[config.mk]
export PLATFORM = sky130hd
export DESIGN_NAME = dpi_stream_sequencer
export DESIGN_NICKNAME = d
export VERILOG_FILES = /design/src/rtl/dpi_stream_sequencer.sv
export SDC_FILE = /design/constraint.sdc
export NUM_CORES = 1
export LEC_CHECK = 0
export ABC_AREA = 1
export CORE_UTILIZATION = 40
export DETAILED_ROUTE_END_ITERATION = 10
export GPL_ROUTABILITY_DRIVEN = 0
export GPL_TIMING_DRIVEN = 0
export SYNTH_ARGS = -nofsm -noshare
export SYNTH_HDL_FRONTEND = slang
export SYNTH_SLANG_ARGS = --single-unit
[constraint.sdc]
create_clock -name clk -period 2 [get_ports clk]
set_input_delay 0.3 -clock clk [delete_from_list [all_inputs] [get_ports clk]]
set_output_delay 0.3 -clock clk [all_outputs]
set_load 0.01 [all_outputs]
[src/rtl/dpi_stream_sequencer.sv]
// rtl/dpi_stream_sequencer.sv - header/byte sequencer driving one regex matcher slice
// Optional per-packet/byte counters under `DPI_SEQ_STATS_EN.
module dpi_stream_sequencer #(
  parameter int LOAD_WAIT  = 3,
  parameter int DRAIN_WAIT = 3
) (
  input  logic       clk,
  input  logic       rst,
  input  logic       hdr_vld,
  input  logic [5:0] hdr_sid,
  output logic       hdr_rdy,
  input  logic       s_vld,
  input  logic [7:0] s_data,
  input  logic       s_last,
  output logic       s_rdy,
  input  logic       cfg_we,
  input  logic [5:0] cfg_sid,
  input  logic       cfg_en,
  input  logic       cfg_clr_seen,
  output logic       load_state,
  output logic       new_stream_id,
  output logic [5:0] stream_id,
  output logic       enable,
  output logic [7:0] char_in,
  output logic       char_in_vld,
  output logic       eop,
  output logic       busy
`ifdef DPI_SEQ_STATS_EN
  ,
  output logic [15:0] pkt_cnt,
  output logic [23:0] byte_cnt
`endif
);

  typedef enum logic [2:0] {
    S_IDLE, S_LOAD, S_WAIT, S_STREAM, S_DRAIN, S_EOP
  } state_t;

  localparam logic [7:0] LW = 8'(LOAD_WAIT);
  localparam logic [7:0] DW = 8'(DRAIN_WAIT);

  state_t      r_state, w_next;
  logic [7:0]  r_cnt, w_cnt_next;
  logic [5:0]  r_sid;
  logic        r_en, r_new;
  logic [63:0] r_en_mask, r_seen;
  logic [7:0]  r_char;
  logic        r_char_vld;
  logic        w_beat;

  assign w_beat      = (r_state == S_STREAM) && s_vld;
  assign stream_id   = r_sid;
  assign enable      = r_en;
  assign char_in     = r_char;
  assign char_in_vld = r_char_vld;
  assign busy        = (r_state != S_IDLE);

  always_comb begin
    w_next        = r_state;
    w_cnt_next    = r_cnt;
    hdr_rdy       = 1'b0;
    s_rdy         = 1'b0;
    load_state    = 1'b0;
    new_stream_id = 1'b0;
    eop           = 1'b0;
    case (r_state)
      S_IDLE: begin
        hdr_rdy = !rst;
        if (hdr_vld) w_next = S_LOAD;
      end
      S_LOAD: begin
        load_state    = 1'b1;
        new_stream_id = r_new;
        if (LOAD_WAIT == 0) begin
          w_next = S_STREAM;
        end else begin
          w_next     = S_WAIT;
          w_cnt_next = LW;
        end
      end
      S_WAIT: begin
        if (r_cnt <= 8'd1) w_next = S_STREAM;
        else w_cnt_next = r_cnt - 8'd1;
      end
      S_STREAM: begin
        s_rdy = 1'b1;
        if (s_vld && s_last) begin
          if (DRAIN_WAIT == 0) begin
            w_next = S_EOP;
          end else begin
            w_next     = S_DRAIN;
            w_cnt_next = DW;
          end
        end
      end
      S_DRAIN: begin
        if (r_cnt <= 8'd1) w_next = S_EOP;
        else w_cnt_next = r_cnt - 8'd1;
      end
      S_EOP: begin
        eop    = 1'b1;
        w_next = S_IDLE;
      end
      default: w_next = S_IDLE;
    endcase
  end

  always_ff @(posedge clk) begin
    if (rst) begin
      r_state    <= S_IDLE;
      r_cnt      <= '0;
      r_sid      <= '0;
      r_en       <= 1'b0;
      r_new      <= 1'b0;
      r_en_mask  <= '0;
      r_seen     <= '0;
      r_char     <= '0;
      r_char_vld <= 1'b0;
    end else begin
      r_state    <= w_next;
      r_cnt      <= w_cnt_next;
      r_char_vld <= w_beat;
      if (w_beat) r_char <= s_data;
      // Mask is sampled before this cycle's cfg write lands, so the header sees the old value.
      if (r_state == S_IDLE && hdr_vld) begin
        r_sid <= hdr_sid;
        r_en  <= r_en_mask[hdr_sid];
        r_new <= ~r_seen[hdr_sid];
      end
      if (cfg_we) r_en_mask[cfg_sid] <= cfg_en;
      if (cfg_clr_seen) r_seen <= '0;
      else if (r_state == S_EOP && r_en) r_seen[r_sid] <= 1'b1;
    end
  end

`ifdef DPI_SEQ_STATS_EN
  logic [15:0] r_pkt_cnt;
  logic [23:0] r_byte_cnt;

  always_ff @(posedge clk) begin
    if (rst) begin
      r_pkt_cnt  <= '0;
      r_byte_cnt <= '0;
    end else begin
      if (r_state == S_EOP) r_pkt_cnt <= r_pkt_cnt + 16'd1;
      if (w_beat) r_byte_cnt <= r_byte_cnt + 24'd1;
    end
  end

  assign pkt_cnt  = r_pkt_cnt;
  assign byte_cnt = r_byte_cnt;
`endif

endmodule

==> results of run 1 <==
-- cells in the final DEF (no fill, tap or decap), types with 5 or more instances in the layout --
| cell type | netlist | layout |
|---|---|---|
| nor2_1 | 92 | 90 |
| inv_1 | 31 | 31 |
| buf_4 | 8 | 9 |
| clkdlybuf4s50_1 | 0 | 39 |
| clkbuf_2 | 0 | 5 |
| buf_2 | 20 | 19 |
| nor3_4 | 6 | 7 |
| dfxtp_1 | 156 | 155 |
| nor3_1 | 12 | 12 |
| clkbuf_1 | 35 | 30 |
| o21ai_0 | 12 | 12 |
| nand3_1 | 140 | 140 |
| bufinv_16 | 0 | 5 |
| a21oi_1 | 131 | 131 |
| nand2_1 | 172 | 171 |
| a31oi_1 | 22 | 22 |
| a311oi_1 | 60 | 60 |
| clkbuf_16 | 0 | 17 |
| inv_2 | 16 | 16 |
| nor3_2 | 6 | 5 |
-- area by class of cell --
cell class / count / area (um^2)
clock inverter: 10 / 186
sequential: 156 / 3120
clock buffer: 22 / 474
multi-input combinational: 680 / 3620
inverter: 51 / 196
tap: 225 / 282
buffer: 68 / 345
fill: 1787 / 8810
timing repair buffer: 44 / 444
-- state kept, by name, indices dropped and copies added, names as in the netlist --
name and flops:
r_en_mask 64, r_seen 64, char_in 8, r_cnt 8
stream_id 6, r_state 3, char_in_vld 1, enable 1
r_new 1
-- per-layer routing --
layer / up-vias / GRT usage
li1: 3486 / -
met1: 3392 / 0.355
met2: 259 / 0.407
met3: 43 / 0.0393
met4: 0 / 0.101
met5: - / 0
-- logic make-up after synthesis --
group	count (synthesis)	share of synthesized area
xor+xnor	2	0.00242
compound gates	233	0.203
flops	156	0.431
buf+inv	120	0.0736
fa+ha+maj	2	0.00346
simple gates	443	0.286
-- final timing paths --
path / from / endpoint / slack (ns) / cells past startpoint
max: r_state[2]$_SDFFE_PP0P_ / s_rdy / 0.09 / 4
min: s_vld / char_in[3]$_SDFFE_PP0P_ / 0.33 / 3
max reg2reg: r_state[2]$_SDFFE_PP0P_ / r_seen[10]$_SDFFE_PP0P_ / 0.14 / 8
min reg2reg: char_in[1]$_SDFFE_PP0P_ / char_in[1]$_SDFFE_PP0P_ / 0.46 / 2
-- what timing repair did --
action / in CTS / in global routing
endpoints found under the setup margin: 3 / 22
resized for setup: 3 / 23
buffers inserted: 1 / 0
cloned: 0 / 0
-- power groups by stage --
stage	Clock (W)	Sequential [W]	Combinational [W]
2_1_floorplan	0	0.00347	0.00127
3_5_place_dp	0	0.00348	0.00193
5_1_grt	0.00380	0.00344	0.00224
3_3_place_gp	0	0.00348	0.00193
4_1_cts	0.00369	0.00341	0.00194
6_report	0.00367	0.00342	0.00201
-- worst max-delay path, stage by stage (launching register included) --
cell and delay [ns]:
dfxtp_1 0.34, inv_2 0.08, nand3_1 0.13, inv_2 0.10, clkdlybuf4s50_1 0.53
-- metrics by stage --
| step | total power (W) | hold slack (ns) | util |
|---|---|---|---|
| floorplan | 0.00474 | 0.437 | - |
| global placement | 0.00541 | 0.446 | 0.455 |
| detailed placement | 0.00541 | 0.455 | 0.455 |
| CTS | 0.00904 | 0.311 | 0.493 |
| global route | 0.00948 | 0.350 | 0.496 |
| finish | 0.00910 | 0.327 | 0.496 |
==> parameters.txt, run 1 <==
Parameter                              Value

Power
  Power per unit of standard cell area ... 1050 mW/mm^2
  Cell Int Power ... 0.00625 W
  Part of the power in combinational logic ... 0.221
  Share of power burned in the clock network ... 0.403
  Leakage power ... 3.09 nW
  Worst supply voltage drop on vdd ... 0.663 mV
  Sw frac ... 0.313
  Switching power summed over all nets ... 0.00284 W
  Sequential Power Share ... 0.376

STA
  Final number of setup-violating endpoints ... 0
  Post-Route Setup TNS ... 0 ns
  Maximum operating frequency ... 0.523 GHz
  Clock period minus worst slack ... 1.91 ns
  Post-route fraction of the period consumed by the critical path ... 0.956
  Worst Tran Pin Value ... 1.05 ns
  Count of endpoints failing hold in the final timing report ... 0
  Setup repair after global routing missed its margin ... yes
  Max-slew headroom at the worst pin ... 0.291
  Post-Route Skew ... 0.00687 ns
  Worst path setup slack after routing ... 0.0885 ns
  Total count of max-transition violations in the final report ... 0

Synthesis
  Mapped Nets ... 986
  Most common cell in the synthesized netlist ... nand2_1
  Top cells by instance count after synthesis ... nand2_1, dfxtp_1, nand3_1, a21oi_1, nor2_1
  Flip-flop and latch count after synthesis ... 156
  Post-Syn Area ... 0.00724 mm^2
  Top-area cell type share of the netlist area ... 0.431
  Unique masters post-synth ... 33
  EDFF count, synth ... 0
  Proportion of register bits with asynchronous set or reset after synthesis ... 0
  Fraction of the yosys area taken by sequential cells ... 0.431
  Dominant synthesized flop cell ... dfxtp_1
  Biggest area contributors in the synthesized netlist ... dfxtp_1, nand3_1, a21oi_1
  Synthesized area per cell ... 7.57 um^2
  Post-synth top area cell ... dfxtp_1
  Cells after synthesis ... 956
  Count of yosys warnings during synthesis ... 0

Critical path
  Largest fanout on the critical path ... 4
  Critical Path Sink Type ... primary output
  Startpoint Class ... flip-flop
  Arrival time worst endpoint ... 1.61 ns
  Required time of the critical path ... 1.70 ns
  Setup Crit Path Kind ... flip-flop to primary output

Routing
  First drt pass iteration count ... 5
  Via-per-instance ratio ... 5.72
  Top layer in use ... met4
  Post-route antenna net violation count ... 0
  Routed wire length per instance ... 18.6 um
  Post-Route M1 WL ... 10600 um
  Met3 WL ... 1510 um
  Post-route DRC ... 0
  Met2 Routed Length ... 10800 um
  Initial drt markers ... 609
  Detailed-route via count ... 7180
  Routed wire length ... 23400 um

Worst hold path
  Hold WC Path Type ... input port to flip-flop

Finish
  Number of nets in the finished design ... 1048
  Ant diodes ... 0
  Number of standard cells in the layout, taps in and fillers out ... 1256
  Synthesis-to-finish area growth ... 19.8%
  Post-route cell area ... 0.00867 mm^2
  Fraction of final layout cells sized beyond drive strength 1 ... 0.116

Die
  Overall die height ... 137 um
  Core ar. ... 0.0175 mm^2
  Overall die area ... 0.0186 mm^2
  Die Width ... 137 um
  Effective utilization at floorplan ... 0.414
  Ports placed on the boundary ... 50
  Number of cell rows ... 48

Global routing
  First-pass GRT wire length ... 36300 um
  Largest net degree at the start of global routing ... 20
  Initial antenna violation count ... 0
  Grt total ovfl ... 0
  Vias in the first global route ... 6494
  All-layer global routing usage ... 0.259

Flow run
  Max-capacitance violation count ... 0

Clock tree
  Level count of the clock H-tree ... 4
  Clock latency at the later pin of the worst-skew pair ... 0.44 ns
  TritonCTS clock tree ... built
  Total clock buffers created by CTS ... 17
  Clock transition time at the flip-flop clock pins of the worst setup and hold paths ... 0.06 ns
  Max Buffers Root-to-Sink ... 2
  Number of buffers added to fix hold violations after cts ... 0
  CTS Root Cell ... clkbuf_16
  Num Clock Sinks ... 156

Placement
  Pre-CTS worst setup slack ... -0.652 ns
  Placed standard-cell area ... 0.00795 mm^2
  # port buffers ... 43
  Placed Cells ... 1224
  Hpwl dp ... 15300 um

Status
  Outcome ... complete, no violations
(Power assumes the default switching activity.)
==> run 2: changes to the inputs <==
Settings changed: GPL_ROUTABILITY_DRIVEN 0 to not set, PLACE_DENSITY_LB_ADDON set to 0.08.
==> run 2 against run 1 <==
Worst setup slack better by 0.012 ns. Non-clock buffer count unchanged. First-iteration DRC count up 2.3%. Wire length up 2.5%. Die area stayed put. Register-to-register slack lost 0.04 ns. Global-route usage is 0.98 points higher. Critical path type is now flip-flop to flip-flop. Critical endpoint is now r_seen[10]$_SDFFE_PP0P_.
==> parameters.txt, run 2 (synthesized netlist as in run 1, its figures left out) <==
Parameter                              Value

Finish
  Post-route cell area ... 0.00864 mm^2
  Ant diodes ... 0
  Final-layout fill cell count ... 1755
  Area used by multi-input combinational logic ... 0.00360 mm^2
  Fraction of final layout cells sized beyond drive strength 1 ... 0.116
  Number of standard cells in the layout, taps in and fillers out ... 1255
  Synthesis-to-finish area growth ... 19.4%
  Core Util, Final ... 0.495
  Largest registers ranked by flip-flop count ... r_en_mask: 64 flops, r_seen: 64 flops
  Area occupied by registers ... 0.00312 mm^2
  Number of nets in the finished design ... 1048
  Most common library cell in the layout ignoring fill and taps ... nand2_1
  Commonest cells after routing, fill and taps aside ... nand2_1, dfxtp_1, nand3_1, a21oi_1, nor2_1

Worst hold path
  Hold WC Path Type ... input port to flip-flop

Critical path
  Number of buffer and inverter stages on the critical path ... 2
  Category of cells accounting for the largest share of critical-path delay ... simple AND/OR/NAND/NOR gates
  Slowest stage delay, CP ... 0.41 ns
  Critical Path Sink Type ... flip-flop
  Cell-by-cell trace of the critical path ... inv_2 -> nor3_2 -> nand2_2 -> inv_2 -> nand2_2 -> nor3_4 -> a21oi_1 -> nor2_1
  Arrival time worst endpoint ... 2.26 ns
  Setup Crit Path Kind ... flip-flop to flip-flop
  Cell with the biggest individual delay on the critical path ... nor3_4
  Largest fanout on the critical path ... 6
  Startpoint Class ... flip-flop
  Required time of the critical path ... 2.36 ns

Global routing
  First-pass GRT wire length ... 37500 um
  Initial antenna violation count ... 0
  Vias in the first global route ... 6664
  All-layer global routing usage ... 0.268
  Grt total ovfl ... 0
  Largest net degree at the start of global routing ... 20

Clock tree
  Number of buffers added to fix hold violations after cts ... 0
  Num Clock Sinks ... 156
  Max Buffers Root-to-Sink ... 2
  Clock transition time at the flip-flop clock pins of the worst setup and hold paths ... 0.06 ns
  CTS Root Cell ... clkbuf_16
  TritonCTS clock tree ... built
  Clock latency at the later pin of the worst-skew pair ... 0.43 ns
  Total clock buffers created by CTS ... 17
  Level count of the clock H-tree ... 4

STA
  Max-slew headroom at the worst pin ... 0.268
  Clock period minus worst slack ... 1.90 ns
  Post-route fraction of the period consumed by the critical path ... 0.950
  Count of endpoints failing hold in the final timing report ... 0
  Worst Tran Pin Value ... 1.09 ns
  Maximum operating frequency ... 0.526 GHz
  Worst-case hold slack ... 0.314 ns
  Post-Route Skew ... 0.00954 ns
  Setup repair after global routing missed its margin ... yes
  Total count of max-transition violations in the final report ... 0
  Final number of setup-violating endpoints ... 0

Routing
  Post-route antenna net violation count ... 0
  First drt pass iteration count ... 5
  Detailed-route via count ... 7164
  Routed wire length per instance ... 19.1 um
  Initial drt markers ... 623
  Post-route DRC ... 0
  Via-per-instance ratio ... 5.71
  Routed wire length ... 24000 um

Die
  Overall die height ... 137 um
  Core ar. ... 0.0175 mm^2
  Number of cell rows ... 48
  Die Width ... 137 um
  Ports placed on the boundary ... 50
  Overall die area ... 0.0186 mm^2
  Effective utilization at floorplan ... 0.414

Placement
  # port buffers ... 43
  Final GP Congestion ... 0.848
  Placed standard-cell area ... 0.00795 mm^2
  Placed Cells ... 1224
  Hpwl dp ... 15800 um

Flow run
  Max-capacitance violation count ... 0

Status
  Outcome ... complete, no violations

Power
  Power per unit of standard cell area ... 1040 mW/mm^2
  Worst supply voltage drop on vdd ... 0.724 mV
  Leakage power ... 3.07 nW
[run 2: cell types whose count changed in the layout (fill, tap and decap cells not counted), moves of 2 or more]
| cell | before | now |
|---|---|---|
| clkbuf_4 | 2 | 6 |
| clkinv_4 | 3 | 1 |
| clkinvlp_4 | 0 | 2 |
| buf_2 | 19 | 15 |
[run 2: power breakdown]
part	internal, W	total (W)	switching (W)	leakage [nW]
Clock	0.00228	0.00361	0.00133	0.310
Combinational	0.000653	0.00197	0.00131	1.50
Sequential	0.00326	0.00342	0.000156	1.26
Total	0.00620	0.00899	0.00280	3.07
[run 2: layout make-up]
type,instances,area share
Multi-Input combinational cell,680,0.416
Clock inverter,10,0.0217
Clock buffer,21,0.0533
Buffer,68,0.0413
Timing Repair Buffer,44,0.0509
Tap cell,225,0.0326
Inverter,51,0.0227
Sequential cell,156,0.361
[run 2: metal layers]
layer / part of all wire / wire, um / up-vias / track usage
li1: - / - / 3487 / -
met5: 0 / 0 / - / 0
met4: 0.021 / 514 / 0 / 0.0975
met1: 0.44 / 10700 / 3377 / 0.349
met2: 0.48 / 11500 / 256 / 0.445
met3: 0.058 / 1390 / 44 / 0.0452
[run 2: what timing repair did]
action,in CTS,in global routing
setup endpoints to repair,4,20
resized for setup,4,23
setup buffers,1,0
[run 2: final timing paths]
path                                         startpoint                      end  slack [ns]  cells past startpoint
worst max-delay path            r_state[2]$_SDFFE_PP0P_  r_seen[10]$_SDFFE_PP0P_        0.10                      8
worst min-delay path                              s_vld  char_in[7]$_SDFFE_PP0P_        0.31                      3
worst min register to register  char_in[3]$_SDFFE_PP0P_  char_in[3]$_SDFFE_PP0P_        0.46                      2
worst max register to register  r_state[2]$_SDFFE_PP0P_  r_seen[10]$_SDFFE_PP0P_        0.10                      8
[run 2: worst register-to-register path, cell delays in order, from the launching register on]
cell	delay [ns]
dfxtp_1	0.40
inv_2	0.07
nor3_2	0.25
nand2_2	0.16
inv_2	0.14
nand2_2	0.15
nor3_4	0.41
a21oi_1	0.13
nor2_1	0.12
[run 2: per-stage QoR]
| step | TNS (ns) | total power (W) | setup WS (ns) |
|---|---|---|---|
| 2_1_floorplan | 0 | 0.00474 | 0.371 |
| 3_3_place_gp | -9.57 | 0.00543 | -0.638 |
| 3_5_place_dp | -11.14 | 0.00543 | -0.639 |
| 4_1_cts | 0 | 0.00900 | 0.0278 |
| 5_1_grt | -0.00189 | 0.00938 | -0.00189 |
| 6_report | 0 | 0.00899 | 0.100 |
==> run 3: changes to the inputs <==
Settings changed: CORE_MARGIN set to 2.
==> run 3 against run 2 <==
Cell count rose by 0.40%. Design area rose by 0.65%. Sequential share of layout area fell by 0.23 points. Critical path depth fell by 3. Largest power group unchanged. Critical endpoint is now r_seen[45]$_SDFFE_PP0P_. Clock power rose by 4%. Die area rose by 3.0%.
==> parameters.txt, run 3 (synthesized netlist as in run 1, its figures left out) <==
Parameter                              Value

Status
  Outcome ... complete, no violations

Finish
  Number of nets in the finished design ... 1049
  Final-layout fill cell count ... 1826
  Largest registers ranked by flip-flop count ... r_en_mask: 64 flops, r_seen: 64 flops
  Post-route cell area ... 0.00870 mm^2
  Ant diodes ... 0
  Area used by multi-input combinational logic ... 0.00361 mm^2
  Area occupied by registers ... 0.00312 mm^2
  Core Util, Final ... 0.488
  Commonest cells after routing, fill and taps aside ... nand2_1, dfxtp_1, nand3_1, a21oi_1, nor2_1
  Fraction of final layout cells sized beyond drive strength 1 ... 0.119
  Synthesis-to-finish area growth ... 20.2%
  Most common library cell in the layout ignoring fill and taps ... nand2_1
  Number of standard cells in the layout, taps in and fillers out ... 1260

Critical path
  Setup Crit Path Kind ... flip-flop to flip-flop
  Arrival time worst endpoint ... 2.25 ns
  Required time of the critical path ... 2.36 ns
  Crit path launch ... stream_id[1]$_SDFFE_PP0P_
  Startpoint Class ... flip-flop
  Largest fanout on the critical path ... 8
  Launch instance of the worst register-to-register path ... stream_id[1]$_SDFFE_PP0P_
  Critical Path Sink Type ... flip-flop

Worst hold path
  Hold WC Path Type ... input port to flip-flop
  Hold Path Origin ... s_vld

Power
  Worst supply voltage drop on vdd ... 0.791 mV
  Total power consumption of the routed design ... 0.00921 W
  Power per unit of standard cell area ... 1060 mW/mm^2
  Leakage power ... 3.10 nW

Placement
  Placed Cells ... 1228
  Final GP Congestion ... 0.809
  Placed standard-cell area ... 0.00796 mm^2
  Hpwl dp ... 15800 um
  # port buffers ... 43

Routing
  Top layer in use ... met4
  Post-route antenna net violation count ... 0
  Post-Route M1 WL ... 11000 um
  Detailed-route via count ... 7103
  Via-per-instance ratio ... 5.64
  Post-route DRC ... 0
  Met3 WL ... 1140 um
  Met2 Routed Length ... 11300 um
  Routed wire length per instance ... 19.0 um
  Routed wire length ... 24000 um
  First drt pass iteration count ... 5
  Initial drt markers ... 658

Die
  Number of cell rows ... 49
  Ports placed on the boundary ... 50
  Die Width ... 139 um
  Overall die area ... 0.0192 mm^2
  Core ar. ... 0.0178 mm^2
  Overall die height ... 139 um
  Effective utilization at floorplan ... 0.406

STA
  Total count of max-transition violations in the final report ... 0
  Post-route fraction of the period consumed by the critical path ... 0.946
  Count of endpoints failing hold in the final timing report ... 0
  Post-Route Skew ... 0.00638 ns
  Worst Tran Pin Value ... 1.05 ns
  Final number of setup-violating endpoints ... 0
  Max-slew headroom at the worst pin ... 0.297
  Clock period minus worst slack ... 1.89 ns
  Maximum operating frequency ... 0.528 GHz

Clock tree
  Clock latency at the later pin of the worst-skew pair ... 0.42 ns
  Num Clock Sinks ... 156
  Total clock buffers created by CTS ... 17
  Clock transition time at the flip-flop clock pins of the worst setup and hold paths ... 0.06 ns
  Level count of the clock H-tree ... 4
  Number of buffers added to fix hold violations after cts ... 0
  Max Buffers Root-to-Sink ... 2
  CTS Root Cell ... clkbuf_16
  TritonCTS clock tree ... built

Global routing
  First-pass GRT wire length ... 37600 um
  Initial antenna violation count ... 0
  Vias in the first global route ... 6633
  Grt total ovfl ... 0
  All-layer global routing usage ... 0.249
  Largest net degree at the start of global routing ... 20

Flow run
  Max-capacitance violation count ... 0
run 3: what timing repair did:
| item | in CTS | in global routing |
|---|---|---|
| gates resized for setup | 3 | 28 |
| pin swaps | 0 | 1 |
| endpoints found under the setup margin | 3 | 16 |
| cloned | 0 | 0 |
| buffers inserted | 1 | 1 |
run 3: final cells by class:
class                   instances  share of cell area
clock inverters                10              0.0244
inverters                      51              0.0226
repair buffers                 45              0.0519
well taps                     229              0.0329
clock buffers                  21              0.0529
plain buffers                  68              0.0407
flip-flops and latches        156               0.359
multi-input cells             680               0.415
run 3: power by group:
part	leakage, nW	switching [W]	internal (W)	total (W)
Combinational	1.52	0.00135	0.000700	0.00205
Sequential	1.26	0.000157	0.00326	0.00342
Clock	0.320	0.00134	0.00241	0.00374
run 3: critical path: stages, from the launching register on:
cell and delay [ns]:
dfxtp_1 0.39, inv_1 0.21, nand2_1 0.14, nor2_1 0.77, a31oi_1 0.18, nor2_1 0.13
run 3: per-layer routing:
layer,global-route usage,up-vias
li1,-,3490
met1,0.344,3364
met2,0.398,211
met3,0.0433,38
met4,0.0789,0
met5,0,-
run 3: final timing paths:
| path | endpoint | slack (ns) | cells past startpoint |
|---|---|---|---|
| worst min-delay path | char_in[5]$_SDFFE_PP0P_ | 0.31 | 3 |
| worst max register to register | r_seen[45]$_SDFFE_PP0P_ | 0.11 | 5 |
| worst min register to register | char_in[6]$_SDFFE_PP0P_ | 0.46 | 2 |
| worst max-delay path | r_seen[45]$_SDFFE_PP0P_ | 0.11 | 5 |
run 3: through the flow:
| stage | worst slack, ns | hold slack [ns] | setup TNS, ns |
|---|---|---|---|
| global route | -0.00702 | 0.323 | -0.00931 |
| CTS | 0.00460 | 0.312 | 0 |
| finish | 0.108 | 0.312 | 0 |
| detailed placement | -0.647 | 0.453 | -13.46 |
| global placement | -0.646 | 0.447 | -13.01 |
| floorplan | 0.371 | 0.437 | 0 |
